`src/rtl/core_dbg_apb_arb.sv`:
```
// Two-port round-robin APB master sharing the core debug APB slave between the
// JTAG debug transport (port 0) and the halt/resume sequencer (port 1).
module core_dbg_apb_arb #(
    parameter int ADDR_WIDTH = 5,
    parameter int DATA_WIDTH = 32,
    parameter int TIMEOUT    = 16
) (
    input  logic                  clk,
    input  logic                  rst_n,

    input  logic                  r0_req,
    input  logic                  r0_wr_rd,
    input  logic [ADDR_WIDTH-1:0] r0_addr,
    input  logic [DATA_WIDTH-1:0] r0_wdata,
    input  logic [3:0]            r0_wstrobe,
    output logic                  r0_done,
    output logic [DATA_WIDTH-1:0] r0_rdata,
    output logic                  r0_err,

    input  logic                  r1_req,
    input  logic                  r1_wr_rd,
    input  logic [ADDR_WIDTH-1:0] r1_addr,
    input  logic [DATA_WIDTH-1:0] r1_wdata,
    input  logic [3:0]            r1_wstrobe,
    output logic                  r1_done,
    output logic [DATA_WIDTH-1:0] r1_rdata,
    output logic                  r1_err,

    output logic [ADDR_WIDTH-1:0] apb_addr,
    output logic                  apb_sel,
    output logic                  apb_enable,
    output logic                  apb_wr_rd,
    output logic [DATA_WIDTH-1:0] apb_wdata,
    output logic [3:0]            apb_wstrobe,
    input  logic                  apb_ready,
    input  logic [DATA_WIDTH-1:0] apb_rdata,

    output logic [1:0]            dbg_state
);

    // Requester handshake: rN_req is held with stable payload until the
    // one-cycle rN_done pulse; the requester drops it on the edge ending that cycle.

    typedef enum logic [1:0] {
        IDLE   = 2'd0,
        SETUP  = 2'd1,
        ACCESS = 2'd2,
        DONE   = 2'd3
    } state_t;

    localparam int CNT_W = (TIMEOUT > 0) ? $clog2(TIMEOUT + 1) : 1;
    localparam logic [CNT_W-1:0] CNT_MAX = CNT_W'(TIMEOUT);

    state_t                state, state_d;
    logic                  last_gnt, last_gnt_d;
    logic [CNT_W-1:0]      cnt, cnt_d;

    logic                  sel_d, en_d, wr_d;
    logic [ADDR_WIDTH-1:0] addr_d;
    logic [DATA_WIDTH-1:0] wdata_d;
    logic [3:0]            strb_d;
    logic                  done0_d, done1_d, err0_d, err1_d;
    logic [DATA_WIDTH-1:0] rdata0_d, rdata1_d;

    logic                  pick1;
    logic                  fin, fin_err;
    logic [DATA_WIDTH-1:0] fin_data;

    assign dbg_state = state;

    always_ff @(posedge clk or negedge rst_n) begin
        if (!rst_n) begin
            state       <= IDLE;
            last_gnt    <= 1'b1;
            cnt         <= '0;
            apb_sel     <= 1'b0;
            apb_enable  <= 1'b0;
            apb_wr_rd   <= 1'b0;
            apb_addr    <= '0;
            apb_wdata   <= '0;
            apb_wstrobe <= '0;
            r0_done     <= 1'b0;
            r0_rdata    <= '0;
            r0_err      <= 1'b0;
            r1_done     <= 1'b0;
            r1_rdata    <= '0;
            r1_err      <= 1'b0;
        end else begin
            state       <= state_d;
            last_gnt    <= last_gnt_d;
            cnt         <= cnt_d;
            apb_sel     <= sel_d;
            apb_enable  <= en_d;
            apb_wr_rd   <= wr_d;
            apb_addr    <= addr_d;
            apb_wdata   <= wdata_d;
            apb_wstrobe <= strb_d;
            r0_done     <= done0_d;
            r0_rdata    <= rdata0_d;
            r0_err      <= err0_d;
            r1_done     <= done1_d;
            r1_rdata    <= rdata1_d;
            r1_err      <= err1_d;
        end
    end

    always_comb begin
        state_d    = state;
        last_gnt_d = last_gnt;
        cnt_d      = cnt;
        sel_d      = apb_sel;
        en_d       = apb_enable;
        wr_d       = apb_wr_rd;
        addr_d     = apb_addr;
        wdata_d    = apb_wdata;
        strb_d     = apb_wstrobe;
        done0_d    = 1'b0;
        done1_d    = 1'b0;
        err0_d     = 1'b0;
        err1_d     = 1'b0;
        rdata0_d   = '0;
        rdata1_d   = '0;
        fin        = 1'b0;
        fin_err    = 1'b0;
        fin_data   = '0;

        // Port 1 wins when alone, or on a tie when port 0 was served last.
        pick1 = r1_req && (!r0_req || !last_gnt);

        case (state)
            IDLE: begin
                if (r0_req || r1_req) begin
                    last_gnt_d = pick1;
                    wr_d       = pick1 ? r1_wr_rd   : r0_wr_rd;
                    addr_d     = pick1 ? r1_addr    : r0_addr;
                    wdata_d    = pick1 ? r1_wdata   : r0_wdata;
                    strb_d     = pick1 ? r1_wstrobe : r0_wstrobe;
                    sel_d      = 1'b1;
                    en_d       = 1'b0;
                    state_d    = SETUP;
                end
            end
            SETUP: begin
                cnt_d   = '0;
                sel_d   = 1'b1;
                en_d    = 1'b1;
                state_d = ACCESS;
            end
            ACCESS: begin
                if (apb_ready) begin
                    fin      = 1'b1;
                    fin_data = apb_wr_rd ? '0 : apb_rdata;
                end else if (TIMEOUT != 0) begin
                    // Abort on reaching the limit, so the counter never passes CNT_MAX.
                    if (cnt == CNT_MAX) begin
                        fin     = 1'b1;
                        fin_err = 1'b1;
                    end else begin
                        cnt_d = cnt + 1'b1;
                    end
                end
            end
            DONE: begin
                state_d = IDLE;
            end
            default: begin
                state_d = IDLE;
            end
        endcase

        if (fin) begin
            state_d = DONE;
            sel_d   = 1'b0;
            en_d    = 1'b0;
            if (last_gnt) begin
                done1_d  = 1'b1;
                rdata1_d = fin_data;
                err1_d   = fin_err;
            end else begin
                done0_d  = 1'b1;
                rdata0_d = fin_data;
                err0_d   = fin_err;
            end
        end
    end

endmodule
```
`config.mk`:
```
export PLATFORM = sky130hd
export DESIGN_NAME = core_dbg_apb_arb
export DESIGN_NICKNAME = d
export VERILOG_FILES = /design/src/rtl/core_dbg_apb_arb.sv
export SDC_FILE = /design/constraint.sdc
export NUM_CORES = 1
export LEC_CHECK = 0
export ABC_AREA = 1
export CAP_MARGIN = 25
export CELL_PAD_IN_SITES_DETAIL_PLACEMENT = 1
export CELL_PAD_IN_SITES_GLOBAL_PLACEMENT = 2
export CORE_ASPECT_RATIO = 1.75
export CORE_MARGIN = 2
export CORE_UTILIZATION = 25
export CTS_CLUSTER_SIZE = 25
export DETAILED_ROUTE_END_ITERATION = 8
export GPL_ROUTABILITY_DRIVEN = 0
export HOLD_SLACK_MARGIN = 0.06
export PLACE_DENSITY = 0.95
export SLEW_MARGIN = 20
export SYNTH_ARGS = -nofsm -noshare
export SYNTH_HDL_FRONTEND = slang
export SYNTH_SLANG_ARGS = --single-unit
```
`constraint.sdc`:
```
create_clock -name clk -period 2.45 [get_ports clk]
set_clock_uncertainty 0.1 [all_clocks]
set_input_delay 0.49 -clock clk [delete_from_list [all_inputs] [get_ports clk]]
set_output_delay 0.49 -clock clk [all_outputs]
set_load 0.01 [all_outputs]
```
* Word-level counts from Yosys, hierarchy flattened
Cells that the tools add are included.
** Word-level totals
- Register bits after elaboration :: 120
- Input port bits :: 121
- Output and inout port bits :: 114
- Word-level logic and storage cells :: 72
** Cells by class
- $add $sub $neg :: 1
- Equal/unequal tests :: 7
- Mux-type cells :: 36
- Reductions and logical operators :: 13
** Operators by type and width (count)
- $mux W32 :: 8
- $mux W1 :: 18
- $mux W5 :: 3
- $pmux W5 S2 :: 1
- $pmux W2 S3 :: 1
- $reduce_and A2 Y1 :: 3
- $add A5 B1 Y5 const B :: 1
- $eq A5 B5 Y1 const B :: 1
- $eq A2 B2 Y1 const B :: 2
- $mux W2 :: 2
- $mux W4 :: 1
- $ne A2 B2 Y1 const B :: 2
- $pmux W1 S2 :: 2
- $reduce_bool A4 Y1 :: 1
- $ne A3 B3 Y1 const B :: 1
- $reduce_and A3 Y1 :: 1
- $reduce_bool A3 Y1 :: 1
- $eq A2 B1 Y1 const B :: 1
- $logic_not A1 Y1 :: 2
- $logic_not A2 Y1 :: 1
- $logic_or A1 B1 Y1 :: 2
- $reduce_bool A2 Y1 :: 1
- $logic_and A1 B1 Y1 :: 1

* Logic depth before layout (Yosys ltp)
Gate-level depths: netlist (run 1).
- Word-level depth :: 6
- Depth in mapped cells :: 9
- Depth with buffers taken out :: 9

* Least setup slack after synthesis (run 1)
No wires, ideal clock.
- Path kind :: in2reg
- From :: in r1_req
- To :: reg apb_wdata[10]
- Setup time :: 119 ps
- Arrival time :: 1212 ps
- Required time :: 2231 ps
- Setup slack :: 1019 ps
- Stages on the path :: 6
- Path buffers :: 3
- Path through :: buf_4 -> nor2_2 -> nor2_2 -> buf_6 -> buf_2 -> o21a_1
** Between the ends
- Cells in the longest elaborated chain, start to end :: 2
- Elaborated cells on any way between the ends :: 4
- Those cells by class :: 1 x mux; 3 x reduce/logical
** Ends and longest elaborated chain
- start, declared :: RTL line 20 : input logic r1_req,
- $logic_and A1 B1 Y1 / $logic_or A1 B1 Y1 (equally long branches) :: RTL line 128, 132
- $mux W32 / $reduce_and A2 Y1 (equally long branches)
- end signal, assigned :: RTL line 96 : apb_wdata <= wdata_d;
- end, declared :: RTL line 33 : output logic [DATA_WIDTH-1:0] apb_wdata,
Parallel ways exist; a longest one is shown, timed or not.
A chain may end at the register's enable or synchronous reset.

* Worst setup path in the final report (run 1)
- From :: reg apb_wr_rd
- To :: out apb_wr_rd
** RTL lines
- start, declared :: RTL line 32 : output logic apb_wr_rd,
- start signal, assigned :: RTL line 94 : apb_wr_rd <= wr_d;
No word-level cell between the ends.

==> impl_summary.log, run 1 <==
[metrics] Crit path arrival time: 1.39 ns
[metrics] Setup Viol. Count Final: 0
[metrics] clock latency of the later-clocked register in the worst-skew pair: 0.41 ns
[metrics] clock edge transition at the registers on the reported setup and hold paths: 0.05 ns
[metrics] core utilization of the finished layout: 0.429
[metrics] detailed-routing iteration count for the pre-antenna-repair pass: 4
[metrics] Peak supply drop: 0.458 mV
[metrics] die width: 108 um
[metrics] number of buffers created by CTS: 17
[metrics] sequential-to-total area share from yosys stat: 0.632
[metrics] Least-Margin Pin Slew: 0.494 ns
[metrics] initial cell density of the core: 0.256
[metrics] I/O Buffers: 234
[metrics] Startpoint Class: flop
[metrics] Final Hold Viols: 0
[metrics] clock tree from TritonCTS: built
[metrics] max-cap check violation count: 0
[metrics] slowest stage delay, CP: 0.58 ns
[metrics] number of different library cells in the post-synthesis netlist: 20
[metrics] number of flops mapped to enable cells by yosys: 0
[metrics] synth-to-layout area growth: 67.7%
[metrics] leading cell types by total area after synthesis: sky130_fd_sc_hd__dfrtp_1 (63%), sky130_fd_sc_hd__nand3_1 (9.7%), sky130_fd_sc_hd__nand2_1 (7.5%)
[metrics] DRC Markers: 0
[metrics] power density normalized to cell area: 1020 nW/um^2
[metrics] via count normalized by instance count: 4.50
[metrics] mean cell area of the mapped netlist: 9.91 sq um
[metrics] total gr overflow: 0
[metrics] number of DRC violations after detailed-routing iteration 0: 160
[metrics] Top delay family on crit path: buffers and inverters
[metrics] Final Max Tran Viols: 0
[metrics] Worst R2R Setup Slack: 0.77 ns
[metrics] Post-DRT Antenna Nets: 0
[metrics] headroom to the max-slew limit: 0.670
[metrics] leading cell type by number of instances after synthesis: sky130_fd_sc_hd__dfrtp_1
[metrics] worst path buffer plus inverter count: 1
[metrics] count of standard-cell rows: 66
[metrics] run status: finished clean
[metrics] final worst-path cycle share: 0.809
[metrics] area fraction of the dominant cell type after synthesis: 0.626
[metrics] Data required, critical path: 1.86 ns
[metrics] number of buffers between clock root and the deepest sink: 2
[metrics] flop and latch count out of synthesis: 120
[metrics] total wirelength of the detailed-routed design: 16100 um
[metrics] # IOs: 235
[metrics] maximum net fanout on the critical path: 3
[metrics] cell with the largest stage delay on the worst path: sky130_fd_sc_hd__clkdlybuf4s50_1
[metrics] Total Power Consumption: 8130 uW
[metrics] fraction of final layout cells with drive strength greater than 1: 0.0702
[metrics] cell-by-cell trace of the critical path: clkdlybuf4s50_1
[metrics] clock tree root driver cell: sky130_fd_sc_hd__clkbuf_16
[metrics] RSZ-0062 raised after global routing: no
[metrics] Tmin final: 1.98 ns
[metrics] cell area after synthesis: 4750 sq um
[metrics] most instantiated flip-flop cell in the synthesis netlist: sky130_fd_sc_hd__dfrtp_1
[metrics] Total GRT Usage: 0.163
[metrics] antenna cells: 0
[metrics] Yosys warning total: 0
[metrics] hpwl dp: 11500 um
[metrics] final-stage net count: 838
[metrics] pin count of the biggest net entering global routing: 47
[metrics] Die Outline Area: 20200 sq um
[metrics] CTS Sinks: 120
[metrics] die boundary height: 186 um
[metrics] most common library cells after synthesis: sky130_fd_sc_hd__dfrtp_1 (119), sky130_fd_sc_hd__nand2_1 (95), sky130_fd_sc_hd__nand3_1 (92)
[metrics] synthesized netlist net count: 603
[metrics] Final TNS setup: 0 ns
[metrics] H-tree levels: 4
[metrics] Post-synth ARST share: 1.00
[metrics] vias in the first global route: 4735
[metrics] maximum clock rate: 0.505 GHz
[metrics] leakage power: 0.00346 uW
[metrics] critical path start-end classification: reg -> out
[metrics] average detailed-routed wire length per instance: 16.7 um
[metrics] endpoint type of the worst setup path: primary output
[metrics] postcts setup bufs: 0
[metrics] global-route wire length before repair: 25200 um
[metrics] placeable core region: 18600 sq um
[metrics] most area-hungry cell type in the Yosys netlist: sky130_fd_sc_hd__dfrtp_1
[metrics] worst-case hold slack: 0.332 ns
[metrics] instance count of the mapped netlist: 480
[metrics] path type of the worst min-delay path: in -> reg
[metrics] count of vias placed by the detailed router: 4335
[metrics] number of antenna violations at the first check in global routing: 0
path summary, 6_finish.rpt:
check | cells past startpoint | start | endpoint
setup / recovery | 1 | apb_wr_rd | apb_wr_rd
setup reg to reg | 4 | last_gnt | r1_rdata[15]
hold reg to reg | 1 | apb_wdata[11] | apb_wdata[11]
max in group asynchronous | 3 | rst_n | last_gnt
min in group asynchronous | 2 | rst_n | apb_wdata[5]
hold / removal | 3 | r1_req | last_gnt
placed cells by master (no fill, tap or decap), drive strengths merged:
cell,netlist,layout
ha,2,2
nor2,74,74
nand3,92,92
bufinv,0,3
nand4,1,1
clkinv,1,7
inv,10,10
clkdlybuf4s50,0,232
xnor2,2,2
clkinvlp,0,1
buf,22,15
nand2,97,97
dfrtp,119,119
o21ai,6,6
nor3,1,1
dlygate4sd3,0,1
dfstp,1,1
clkbuf,10,20
o21a,42,42
cell families after synthesis:
kind of cell,count (synthesis),share of synthesized area
flops,120,0.632
compound gates,48,0.0726
simple gates,265,0.239
xor+xnor,2,0.00368
buf+inv,43,0.0479
fa+ha+maj,2,0.00526
where the power goes:
part,total [uW],switching (uW),internal [uW]
Combinational,2910,1410,1500
Clock,2500,873,1630
Sequential,2720,256,2470
Total,8130,2540,5590
repair_timing:
| action | in CTS | in global routing |
|---|---|---|
| gates resized for setup | 0 | 0 |
| hold endpoints to repair | 32 | 0 |
| hold buffers | 1 | 0 |
area by class of cell:
class                   count  area, sq um
repair buffers            248         2520
clock buffers              20          457
fillers                  2061        10600
clock inverters            10          128
flip-flops and latches    120         3000
inverters                  11         41.3
well taps                 238          298
multi-input cells         317         1530
metal layers:
| metal | global-route usage | vias to the layer above | share of wire |
|---|---|---|---|
| met5 | 0 | - | 0 |
| met2 | 0.301 | 150 | 0.54 |
| met4 | 0.0592 | 0 | 0.019 |
| li1 | - | 2033 | - |
| met3 | 0.0583 | 17 | 0.078 |
| met1 | 0.165 | 2135 | 0.36 |
metrics by stage:
step	area, sq um	setup slack [ns]	instances
2_1_floorplan	4750	1.02	480
3_3_place_gp	7380	0.536	933
3_5_place_dp	7380	0.488	933
4_1_cts	7970	0.436	964
5_1_grt	7970	0.403	964
6_report	7970	0.468	964
registers in the layout (all words and copies together) (netlist names):
| name | cells |
|---|---|
| apb_addr | 5 |
| apb_enable | 1 |
| apb_sel | 1 |
| apb_wdata | 32 |
| apb_wr_rd | 1 |
| apb_wstrobe | 4 |
| cnt | 5 |
| dbg_state | 2 |
| last_gnt | 1 |
| r0_done | 1 |
| r0_err | 1 |
| r0_rdata | 32 |
| r1_done | 1 |
| r1_err | 1 |
| r1_rdata | 32 |
(Power assumes the default switching activity.)
==> run 2: changes to the inputs <==
Settings changed: CORE_UTILIZATION 25 to 23, PLACE_DENSITY 0.95 to 0.91.
Clock period 2.45 ns to 2 ns, I/O delays scaled along.
==> run 2 against run 1 <==
  * Final cell count rose by 1.2%
  * Routed wire length up 0.72%
  * Register-to-register slack worse by 0.30 ns
  * First-iteration DRC count shrank 5.6%
  * Sequential share of layout area is 0.30 points lower
  * Critical path depth is the same
  * Total power up 26%
  * Critical path type unchanged
  * Critical endpoint unchanged
  * Largest cell class unchanged
==> impl_summary.log, run 2 (synthesized netlist as in run 1, its figures left out) <==
[metrics] cell-by-cell trace of the critical path: clkdlybuf4s50_1
[metrics] Worst R2R Setup Slack: 0.47 ns (-0.30 ns)
[metrics] placeable core region: 20300 sq um (+9.2%)
[metrics] count of vias placed by the detailed router: 4349 (+0.32%)
[metrics] GR Util met1: 0.162 (-0.00331)
[metrics] maximum net fanout on the critical path: 3 (unchanged)
[metrics] number of gates resized after CTS: 0 (unchanged)
[metrics] Setup Viol. Count Final: 0 (unchanged)
[metrics] Data required, critical path: 1.50 ns (-0.36 ns)
[metrics] number of buffers created by CTS: 17 (unchanged)
[metrics] RSZ-0062 raised after global routing: no
[metrics] Post-DRT Antenna Nets: 0 (unchanged)
[metrics] antenna cells: 0 (unchanged)
[metrics] Final TNS setup: 0 ns (unchanged)
[metrics] via count normalized by instance count: 4.46 (-0.91%)
[metrics] clock edge transition at the registers on the reported setup and hold paths: 0.05 ns (about the same)
[metrics] die boundary height: 194 um (+4.2%)
[metrics] power density normalized to cell area: 1270 nW/um^2 (+25%)
[metrics] postcts setup bufs: 0 (unchanged)
[metrics] total gr overflow: 0 (unchanged)
[metrics] synth-to-layout area growth: 69.0%
[metrics] largest registers in the final layout: apb_wdata x32, r0_rdata x32, r1_rdata x32
[metrics] final worst-path cycle share: 0.949
[metrics] most crowded layer after global routing: met2
[metrics] # IOs: 235 (unchanged)
[metrics] clock tree root driver cell: sky130_fd_sc_hd__clkbuf_16
[metrics] number of antenna violations at the first check in global routing: 0 (unchanged)
[metrics] most common cell after layout, fill and taps aside: sky130_fd_sc_hd__clkdlybuf4s50_1
[metrics] Total GRT Usage: 0.153 (-0.0108)
[metrics] Top delay family on crit path: buffers and inverters
[metrics] cell with the largest stage delay on the worst path: sky130_fd_sc_hd__clkdlybuf4s50_1
[metrics] total wirelength of the detailed-routed design: 16300 um (+0.72%)
[metrics] detailed-routing iteration count for the pre-antenna-repair pass: 4 (unchanged)
[metrics] max-cap check violation count: 0 (unchanged)
[metrics] critical path start-end classification: reg -> out
[metrics] met2 layer usage reported by global route: 0.275 (-0.0259)
[metrics] vias in the first global route: 4812 (+1.6%)
[metrics] global-route wire length before repair: 26000 um (+3.2%)
[metrics] Final Hold Viols: 0 (unchanged)
[metrics] pin count of the biggest net entering global routing: 53 (+13%)
[metrics] Tmin final: 1.90 ns
[metrics] leading cell types in the layout, fill and taps excluded: sky130_fd_sc_hd__clkdlybuf4s50_1 (232), sky130_fd_sc_hd__dfrtp_1 (119), sky130_fd_sc_hd__nand2_1 (95)
[metrics] H-tree levels: 4 (unchanged)
[metrics] Startpoint Class: flop
[metrics] die width: 113 um (+4.1%)
[metrics] CTS Sinks: 120 (unchanged)
[metrics] number of DRC violations after detailed-routing iteration 0: 151 (-5.6%)
[metrics] initial cell density of the core: 0.234 (-0.0215)
[metrics] average detailed-routed wire length per instance: 16.7 um (-0.52%)
[metrics] run status: finished clean
[metrics] hpwl dp: 11600 um (+0.66%)
[metrics] I/O Buffers: 234 (unchanged)
[metrics] Crit path arrival time: 1.40 ns (about the same)
[metrics] Peak supply drop: 0.572 mV (+25%)
[metrics] headroom to the max-slew limit: 0.663 (-0.00698)
[metrics] DRC Markers: 0 (unchanged)
[metrics] path type of the worst min-delay path: in -> async
[metrics] number of buffers between clock root and the deepest sink: 2 (unchanged)
[metrics] fraction of final layout cells with drive strength greater than 1: 0.0701 (-0.000193)
[metrics] Final Max Tran Viols: 0 (unchanged)
[metrics] GR Layer Usage met3: 0.0469 (-0.0114)
[metrics] worst path buffer plus inverter count: 1 (unchanged)
[metrics] final-stage net count: 838 (unchanged)
[metrics] Total Power Consumption: 10200 uW (+26%)
[metrics] clock latency of the later-clocked register in the worst-skew pair: 0.41 ns (about the same)
[metrics] Die Outline Area: 21900 sq um (+8.4%)
[metrics] leakage power: 0.00349 uW (+0.74%)
[metrics] slowest stage delay, CP: 0.58 ns (about the same)
[metrics] count of standard-cell rows: 69 (+4.5%)
[metrics] clock tree from TritonCTS: built
[metrics] endpoint type of the worst setup path: primary output
[metrics] Least-Margin Pin Slew: 0.505 ns (+0.0105 ns)
[metrics] maximum clock rate: 0.527 GHz
-- run 2: changes by cell type in the layout (fill, tap and decap cells not counted) --
cell                         delta
sky130_fd_sc_hd__bufinv_16      +1
sky130_fd_sc_hd__buf_12         +1
sky130_fd_sc_hd__clkinv_2       -1
sky130_fd_sc_hd__clkbuf_8       +1
sky130_fd_sc_hd__clkinvlp_4     -1
sky130_fd_sc_hd__clkbuf_1       +2
sky130_fd_sc_hd__buf_4          -1
-- run 2: worst paths after layout --
| check | start | to | cells after the start |
|---|---|---|---|
| worst max-delay path | apb_wr_rd | apb_wr_rd | 1 |
| worst min-delay path | rst_n | apb_wdata[10] | 2 |
| worst max register to register | cnt[0] | cnt[1] | 8 |
| worst min register to register | apb_wstrobe[1] | apb_wstrobe[1] | 1 |
| max in group asynchronous | rst_n | r0_rdata[24] | 3 |
| min in group clk | apb_wstrobe[1] | apb_wstrobe[1] | 1 |
-- run 2: area by class of cell --
type | instances | area, sq um
clock buffers | 23 | 478
repair buffers | 248 | 2530
flip-flops and latches | 120 | 3000
fillers | 2268 | 12300
clock inverters | 9 | 145
inverters | 11 | 41.3
multi-input cells | 317 | 1530
well taps | 248 | 310
-- run 2: timing repair --
item,in CTS,in global routing
setup endpoints to repair,0,0
hold buffers,1,0
hold endpoints to repair,19,0
-- run 2: per-layer routing --
metal,share of wire,up-vias
li1,-,2033
met1,0.36,2139
met2,0.54,152
met3,0.068,25
met4,0.026,0
met5,0,-
-- run 2: power by group --
part / internal (uW) / switching [uW]
registers: 3020 / 311
logic: 1850 / 1770
clock network: 2170 / 1080
total: 7050 / 3160
-- run 2: metrics by stage --
step	hold WS (ns)	worst slack, ns	util	std cells	cell area, sq um
5_1_grt	0.340	0.0358	0.396	976	8040
3_3_place_gp	0.223	0.182	0.365	943	7400
2_1_floorplan	0.00441	0.643	-	480	4750
3_5_place_dp	0.224	0.138	0.365	943	7400
4_1_cts	0.323	0.0583	0.396	976	8040
6_report	0.333	0.102	0.396	976	8040
==> run 3: changes to the inputs <==
Settings changed: CORE_ASPECT_RATIO 1.75 to default, CORE_UTILIZATION 23 to 24, CTS_BUF_LIST from default to sky130_fd_sc_hd__clkbuf_4 sky130_fd_sc_hd__clkbuf_8, PLACE_DENSITY 0.91 to 0.94, REMOVE_ABC_BUFFERS from default to 1.
==> run 3 against run 2 <==
  * Final cell count rose by 1.8%
  * Clock power fell by 27%
  * Fmax fell by 0.52%
  * Worst setup slack got worse by 0.0099 ns
  * Sequential share of layout area rose by 0.89 points
  * Register-to-register slack barely moved
  * Largest cell class unchanged
  * Highest routed layer unchanged
==> impl_summary.log, run 3 (synthesized netlist as in run 1, its figures left out) <==
[metrics] cell with the largest stage delay on the worst path: sky130_fd_sc_hd__clkdlybuf4s50_1
[metrics] largest registers in the final layout: apb_wdata x32, r0_rdata x32, r1_rdata x32
[metrics] number of buffers created by CTS: 17 (unchanged)
[metrics] core utilization of the finished layout: 0.403 (+0.00716)
[metrics] count of standard-cell rows: 51 (-26%)
[metrics] Final TNS setup: 0 ns (unchanged)
[metrics] RSZ-0062 raised after global routing: no
[metrics] Setup Viol. Count Final: 0 (unchanged)
[metrics] CTS Sinks: 120 (unchanged)
[metrics] most common cell after layout, fill and taps aside: sky130_fd_sc_hd__clkdlybuf4s50_1
[metrics] run status: finished clean
[metrics] Least-Margin Pin Slew: 0.448 ns (-0.0572 ns)
[metrics] area taken by multi-input logic gates: 1530 sq um (unchanged)
[metrics] H-tree levels: 4 (unchanged)
[metrics] Die Outline Area: 21000 sq um (-4.3%)
[metrics] # fillers: 2209 (-2.6%)
[metrics] endpoint type of the worst setup path: primary output
[metrics] fraction of final layout cells with drive strength greater than 1: 0.0754 (+0.00539)
[metrics] total gr overflow: 0 (unchanged)
[metrics] postcts setup bufs: 0 (unchanged)
[metrics] die width: 145 um (+28%)
[metrics] max-cap check violation count: 0 (unchanged)
[metrics] global-route wire length before repair: 24900 um (-4.3%)
[metrics] cell-by-cell trace of the critical path: clkdlybuf4s50_1
[metrics] number of DRC violations after detailed-routing iteration 0: 132 (-13%)
[metrics] antenna cells: 0 (unchanged)
[metrics] worst path buffer plus inverter count: 1 (unchanged)
[metrics] leading cell types in the layout, fill and taps excluded: sky130_fd_sc_hd__clkdlybuf4s50_1 (231), sky130_fd_sc_hd__dfrtp_1 (119), sky130_fd_sc_hd__nand2_1 (95)
[metrics] clock tree from TritonCTS: built
[metrics] clock edge transition at the registers on the reported setup and hold paths: 0.08 ns (+0.03 ns)
[metrics] total wirelength of the detailed-routed design: 16300 um (+0.30%)
[metrics] leakage power: 0.00339 uW (-2.8%)
[metrics] clock latency of the later-clocked register in the worst-skew pair: 0.43 ns (+0.02 ns)
[metrics] Total Power Consumption: 9280 uW (-9.2%)
[metrics] count of vias placed by the detailed router: 4312 (-0.85%)
[metrics] final-stage net count: 839 (+0.12%)
[metrics] Total GRT Usage: 0.157 (+0.00390)
[metrics] pin count of the biggest net entering global routing: 71 (+34%)
[metrics] Cells after DPL: 961 (+1.9%)
[metrics] critical path start-end classification: reg -> out
[metrics] path type of the worst min-delay path: in -> reg
[metrics] Peak supply drop: 0.399 mV (-30%)
[metrics] maximum clock rate: 0.524 GHz (-0.52%)
[metrics] detailed-routing iteration count for the pre-antenna-repair pass: 4 (unchanged)
[metrics] Top delay family on crit path: buffers and inverters
[metrics] Crit path arrival time: 1.41 ns (about the same)
[metrics] maximum net fanout on the critical path: 2 (-1)
[metrics] # IOs: 235 (unchanged)
[metrics] via count normalized by instance count: 4.34 (-2.6%)
[metrics] Post-DRT Antenna Nets: 0 (unchanged)
[metrics] DRC Markers: 0 (unchanged)
[metrics] slowest stage delay, CP: 0.56 ns (-0.02 ns)
[metrics] I/O Buffers: 234 (unchanged)
[metrics] number of buffers between clock root and the deepest sink: 2 (unchanged)
[metrics] final worst-path cycle share: 0.954 (+0.00494)
[metrics] number of antenna violations at the first check in global routing: 0 (unchanged)
[metrics] power density normalized to cell area: 1180 nW/um^2 (-7.0%)
[metrics] headroom to the max-slew limit: 0.702 (+0.0381)
[metrics] vias in the first global route: 4607 (-4.3%)
[metrics] Tmin final: 1.91 ns (+0.00989 ns)
[metrics] Final Max Tran Viols: 0 (unchanged)
[metrics] clock tree root driver cell: sky130_fd_sc_hd__clkbuf_8
[metrics] placeable core region: 19500 sq um (-4.1%)
[metrics] Final Hold Viols: 0 (unchanged)
[metrics] Data required, critical path: 1.50 ns (about the same)
[metrics] number of cells in the finished layout apart from fillers: 994 (+1.8%)
[metrics] initial cell density of the core: 0.244 (+0.00994)
[metrics] flip-flop and latch area: 3000 sq um (unchanged)
[metrics] hpwl dp: 11600 um (about the same)
[metrics] die boundary height: 145 um (-25%)
[metrics] Startpoint Class: flop
[metrics] Worst R2R Setup Slack: 0.48 ns (about the same)
[metrics] synth-to-layout area growth: 65.1%
[metrics] average detailed-routed wire length per instance: 16.4 um (-1.5%)
-- run 3: cell count changes in the layout (fill, tap and decap cells not counted), moves of 2 or more --
cell and delta:
sky130_fd_sc_hd__buf_4 +2, sky130_fd_sc_hd__inv_6 +2, sky130_fd_sc_hd__clkbuf_8 +15, sky130_fd_sc_hd__clkinv_2 -2, sky130_fd_sc_hd__clkinv_4 +4, sky130_fd_sc_hd__clkbuf_1 -3, sky130_fd_sc_hd__clkinvlp_4 +2, sky130_fd_sc_hd__clkbuf_16 -17
-- run 3: timing repair --
item / CTS / global route
gates resized for setup: 1 / 0
hold buffers: 1 / 0
hold endpoints to repair: 119 / 0
endpoints found under the setup margin: 1 / 0
-- run 3: area by class of cell --
type / count / share of cell area
Sequential cell: 120 / 0.383
Multi-Input combinational cell: 317 / 0.195
Clock inverter: 14 / 0.0220
Inverter: 11 / 0.00526
Tap cell: 265 / 0.0422
Clock buffer: 18 / 0.0316
Timing Repair Buffer: 249 / 0.322
-- run 3: worst paths after layout --
kind / from / to / depth (start not counted)
max: apb_wstrobe[3] / apb_wstrobe[3] / 1
min: r1_req / apb_wr_rd / 4
max reg2reg: dbg_state[1] / apb_wdata[23] / 6
min reg2reg: apb_wdata[21] / apb_wdata[21] / 1
max in group asynchronous: rst_n / r0_rdata[16] / 3
min in group asynchronous: rst_n / apb_wdata[19] / 3
-- run 3: power by group --
part,internal [uW],leakage (uW),switching (uW)
clock,1270,0.000209,1090
combinational,1820,0.00164,1730
sequential,3020,0.00154,347
total,6110,0.00339,3160
-- run 3: per-layer routing --
layer / part of all wire / track usage / vias up / routed length, um
li1: - / - / 2041 / -
met1: 0.40 / 0.181 / 2100 / 6600
met2: 0.48 / 0.256 / 159 / 7750
met3: 0.11 / 0.0780 / 12 / 1730
met4: 0.014 / 0.0455 / 0 / 227
met5: 0 / 0 / - / 0
-- run 3: stage by stage --
stage	setup WS, ns	hold slack [ns]	area [sq um]
final	0.0920	0.345	7850
after global routing	0.00992	0.344	7850
after CTS	0.0336	0.314	7850
after detailed placement	0.0414	0.323	7420
after global placement	0.121	0.320	7420
after floorplan	-0.698	0.00441	4570
==> RTL edit 1: new RTL, settings of run 1 <==
`DATA_WIDTH`: 32 -> 16.
--- a/src/rtl/core_dbg_apb_arb.sv
+++ b/src/rtl/core_dbg_apb_arb.sv
@@ -2,7 +2,7 @@
 // JTAG debug transport (port 0) and the halt/resume sequencer (port 1).
 module core_dbg_apb_arb #(
     parameter int ADDR_WIDTH = 5,
-    parameter int DATA_WIDTH = 32,
+    parameter int DATA_WIDTH = 16,
     parameter int TIMEOUT    = 16
 ) (
     input  logic                  clk,
Ports: changed (6 resized); port bits go from 235 to 139. No check against the original RTL was run, so the function may have changed too.
==> RTL edit 1 against run 1 <==
- count of clock-buffer cells in the layout shrank 9
- total power fell by 38%
- sequential cell count fell by 48
- die area decreased by 32%
- global-route usage down 0.087 points
- area after synthesis fell by 33%
- final area fell by 37%
- largest power group unchanged
- first-iteration DRC count down 26%
- wire length decreased by 35%
- setup slack gained 0.044 ns
- largest cell class unchanged
==> RTL edit 1: results (changes against run 1) <==
metric	value	unit	change
first-pass GRT wire length	16870	um	-33%
Synth Area in Adders	0.7877	%	+0.26 points
Max stage delay on crit path	0.60	ns	+0.02 ns
crit path DAT	1.35	ns	-0.04 ns
XOR/XNOR Fraction of Synth Area	0	%	-0.37 points
Setup WS pre-CTS	0.3599	ns	-0.1279 ns
outcome	finished, final reports clean		
biggest regs	apb_wdata (16), r0_rdata (16), r1_rdata (16)		
clk_lat worst skew	0.33	ns	-0.08 ns
r2r endpoint	cnt[3]		
Final min period	1.938	ns	-0.04440 ns
met2 WL	5752	um	-34%
reg-to-reg slack, setup	0.84	ns	+0.07 ns
vias in the first global route	3360		-29%
RR Startpoint	cnt[0]		
P_int	3.282	mW	-41%
R2R cell count	9		+5
largest net degree at the start of global routing	73		+55%
Num CTS Buffers	9		-8
Post-synth top cells	nand2_1 (163), dfrtp_1 (71), nand3_1 (33)		
initial drt markers	118		-26%
clk pwr	1.38	mW	-45%
H-tree depth	3		-1
routed length on met1	3904	um	-33%
compound-gate portion of the synthesized area	0.4726	%	-6.8 points
Seq/Total Area, Yosys	56.75	%	-6.4 points
nets	583		-30%
global-route usage over all layers	16.26	%	-0.087 points
initial core utilization	25.55	%	-0.036 points
Area contributors post-synth	dfrtp_1 (56%), nand2_1 (19%), nand3_1 (5.2%), nor2_2 (3.9%), nand2_4 (3.5%)		
Met3 Wirelength	510	um	-60%
HPWL after detailed placement	7867	um	-32%
Worst-Margin Slew	0.9529	ns	+0.4586 ns
Total Wirelength	10540	um	-35%
share of cells above drive strength 1	12.87	%	+5.8 points
## RTL edit 1: cell count changes in the layout (fill, tap and decap cells not counted), moves of 19 or more
cell             change
nor2_2              +19
o21a_1              -42
dfrtp_1             -48
nand2_1             +68
nand3_1             -59
nor2_1              -50
clkdlybuf4s50_1     -95
## RTL edit 1: metrics by stage
stage          cells  hold WS [ns]  total power [mW]  utilization [%]  area (sq um)
2_1_floorplan    366       0.09441             2.655                -          3177
3_3_place_gp     665        0.3627             3.629            38.09          4736
3_5_place_dp     665        0.3644             3.704            38.09          4736
4_1_cts          681        0.2430             5.116            40.62          5050
5_1_grt          681        0.2723             5.358            40.62          5050
6_report         681        0.1894             5.026            40.62          5050
## RTL edit 1: cells by family after synthesis
logic type | Yosys count
AOI/OAI and AO/OA | 3
adders and majority gates | 2
buffers and inverters | 32
DFF | 72
and+or+nand+nor | 257
## RTL edit 1: worst max path at each step
stage | startpoint | to | cells after the start
2_1_floorplan | r1_req | apb_addr[0] | 6
5_1_grt | apb_wr_rd | apb_wr_rd | 1
6_report | apb_wr_rd | apb_wr_rd | 1
4_1_cts | apb_wr_rd | apb_wr_rd | 1
3_5_place_dp | r1_req | apb_wdata[8] | 6
3_3_place_gp | r1_req | apb_wdata[10] | 6
## RTL edit 1: area by class of cell
class	instances	share of cell area (%)
Multi-Input combinational cell	262	24.01
Clock inverter	5	1.611
Inverter	15	1.115
Clock buffer	11	4.609
Sequential cell	72	35.70
Tap cell	168	4.163
Timing Repair Buffer	148	28.79
## RTL edit 1: per-layer routing
metal	global-route usage [%]	vias to the layer above
met5	0	-
met4	7.747	0
met3	3.618	19
met2	28.99	90
met1	17.42	1420
li1	-	1404
==> RTL edit 2: new RTL, flow settings as in run 1 <==
Without the edit above. Reset style: synchronous (`rst_n`), changed in one clocked block.
--- a/src/rtl/core_dbg_apb_arb.sv
+++ b/src/rtl/core_dbg_apb_arb.sv
@@ -68,7 +68,7 @@
 
     assign dbg_state = state;
 
-    always_ff @(posedge clk or negedge rst_n) begin
+    always_ff @(posedge clk) begin
         if (!rst_n) begin
             state       <= IDLE;
             last_gnt    <= 1'b1;
Formal check against the unedited RTL: differs if rst_n is asserted again (counterexample within 4 cycles, from zero or initial values and one cycle with rst_n low); with rst_n held inactive, the same outputs for 10 cycles.
==> RTL edit 2 against run 1 <==
- die area is 13% lower
- via count is 1.6% lower
- final area is 9.7% lower
- global-route usage is 0.90 points higher
- critical path depth stayed put
- first-iteration DRC count is 31% lower
- worst hold slack better by 0.093 ns
- non-clock buffer count is 6 lower
- sequential cell count stayed put
- setup slack worse by 0.040 ns
- largest cell class is now buffers
- register-to-register slack worse by 0.13 ns
- wire length is 6.3% lower
- area after synthesis is 14% lower
Power is not compared: it rests on default switching activity, and its combinational part moved more than twofold at a synthesized area within 25%.
==> RTL edit 2: results (changes against run 1) <==
metric	value	unit	change
RR Startpoint	cnt[0]		
Final Hold Slack	0.4253	ns	+0.09288 ns
first-pass GRT wire length	23410	um	-7.2%
Area contributors post-synth	dfxtp_1 (58%), nand2_1 (12%), a31oi_1 (6.4%), nor2_1 (5.7%), o21ai_0 (5.5%)		
Worst-path clk slew	0.06	ns	
largest net degree at the start of global routing	89		+89%
met2 Usage GRT	33.69	%	+3.6 points
R2R cell count	6		+2
Total Wirelength	15130	um	-6.3%
r2r endpoint	r0_rdata[26]		
Crit-path slowest cell	clkdlybuf4s50_1		
met1 GRT Util	16.46	%	-0.083 points
antenna violations before repair	0		unchanged
compound-gate portion of the synthesized area	13.63	%	+6.4 points
drt pass-1 iters	4		unchanged
most frequent cell after synthesis	nand2_1		
Resized Gates After CTS	0		unchanged
outcome	finished, final reports clean		
biggest regs	apb_wdata (32), r0_rdata (32), r1_rdata (32)		
Max stage delay on crit path	0.61	ns	+0.03 ns
nets	842		+0.48%
share of cells above drive strength 1	8.470	%	+1.4 points
M3 GR Usage	4.435	%	-1.4 points
Synth Area in Adders	0.6085	%	+0.082 points
Post-synth top cells	nand2_1 (131), dfxtp_1 (120), nor2_1 (62)		
Syn Area/Cell	8.410	sq um	-15%
Crit path max-delay family	buffers and inverters		
Seq/Total Area, Yosys	58.41	%	-4.8 points
initial drt markers	111		-31%
Worst-Margin Slew	0.7365	ns	+0.2422 ns
Num CTS Buffers	17		unchanged
FFs w/ async S/R, synth	0	%	-100 points
HPWL after detailed placement	11220	um	-2.4%
reg-to-reg slack, setup	0.64	ns	-0.13 ns
crit path DAT	1.43	ns	+0.04 ns
clock buffer depth	2		unchanged
dpl cells	892		-4.4%
min-delay src	rst_n		
Hold Path Depth	3		unchanged
Critical Path Fanout Max	3		unchanged
global-route usage over all layers	17.24	%	+0.90 points
syn_nets	612		+1.5%
prevailing post-synth register cell	dfxtp_1		
XOR/XNOR Fraction of Synth Area	0.2130	%	-0.16 points
Finished Layout Cells	924		-4.1%
via count	4264		-1.6%
antenna cell count	0		unchanged
clk_lat worst skew	0.41	ns	about the same
H-tree depth	4		unchanged
Unique masters post-synth	25		+25%
WHS Endpoint	apb_wr_rd		
vias in the first global route	4618		-2.5%
## RTL edit 2: changes by cell type after synthesis, sizes merged, moves of 6 or more
cell and change:
a21oi +10, a31oi +42, buf -6, dfrtp -119, dfxtp +120, inv +9
nand2 +36, nand3 -84, o21a -42, o21ai +39
## RTL edit 2: through the flow
| step | worst slack (ns) | cell area [sq um] |
|---|---|---|
| after floorplan | 1.030 | 4113 |
| after detailed placement | 0.1537 | 6628 |
| after global placement | 0.2689 | 6628 |
| after CTS | 0.4094 | 7196 |
| after global routing | 0.3923 | 7196 |
| final | 0.4278 | 7196 |
## RTL edit 2: worst max path at each step
stage / startpoint / end / slack (ns)
finish: apb_wr_rd / apb_wr_rd / 0.43
global route: apb_wr_rd / apb_wr_rd / 0.39
CTS: apb_wr_rd / apb_wr_rd / 0.41
detailed placement: r0_req / apb_wdata[28] / 0.15
global placement: r0_req / apb_addr[2] / 0.27
floorplan: r1_req / apb_wdata[10] / 1.03
## RTL edit 2: cell families after synthesis
logic type / count (synthesis)
simple gates: 218
flops: 120
compound gates: 98
buf+inv: 50
fa+ha+maj: 2
xor+xnor: 1
## RTL edit 2: power breakdown
group          total [mW]  switching, mW  internal, mW  leakage [nW]
registers            2.12         0.0627          2.06         0.978
clock network        2.40          0.984          1.42         0.269
logic               0.799          0.368         0.431          1.44
## RTL edit 2: layout make-up
class / instances / area [sq um]
multi-input combinational: 319 / 1504
timing repair buffer: 242 / 2410
tap: 192 / 240.2
sequential: 120 / 2402
inverter: 19 / 71.32
clock inverter: 15 / 142.6
clock buffer: 17 / 425.4
fill: 1883 / 9095
## RTL edit 2: layer usage
metal	wire, um	up-vias
met3	955	22
met2	8391	185
li1	-	2056
met5	33	-
met4	343	2
met1	5408	1999
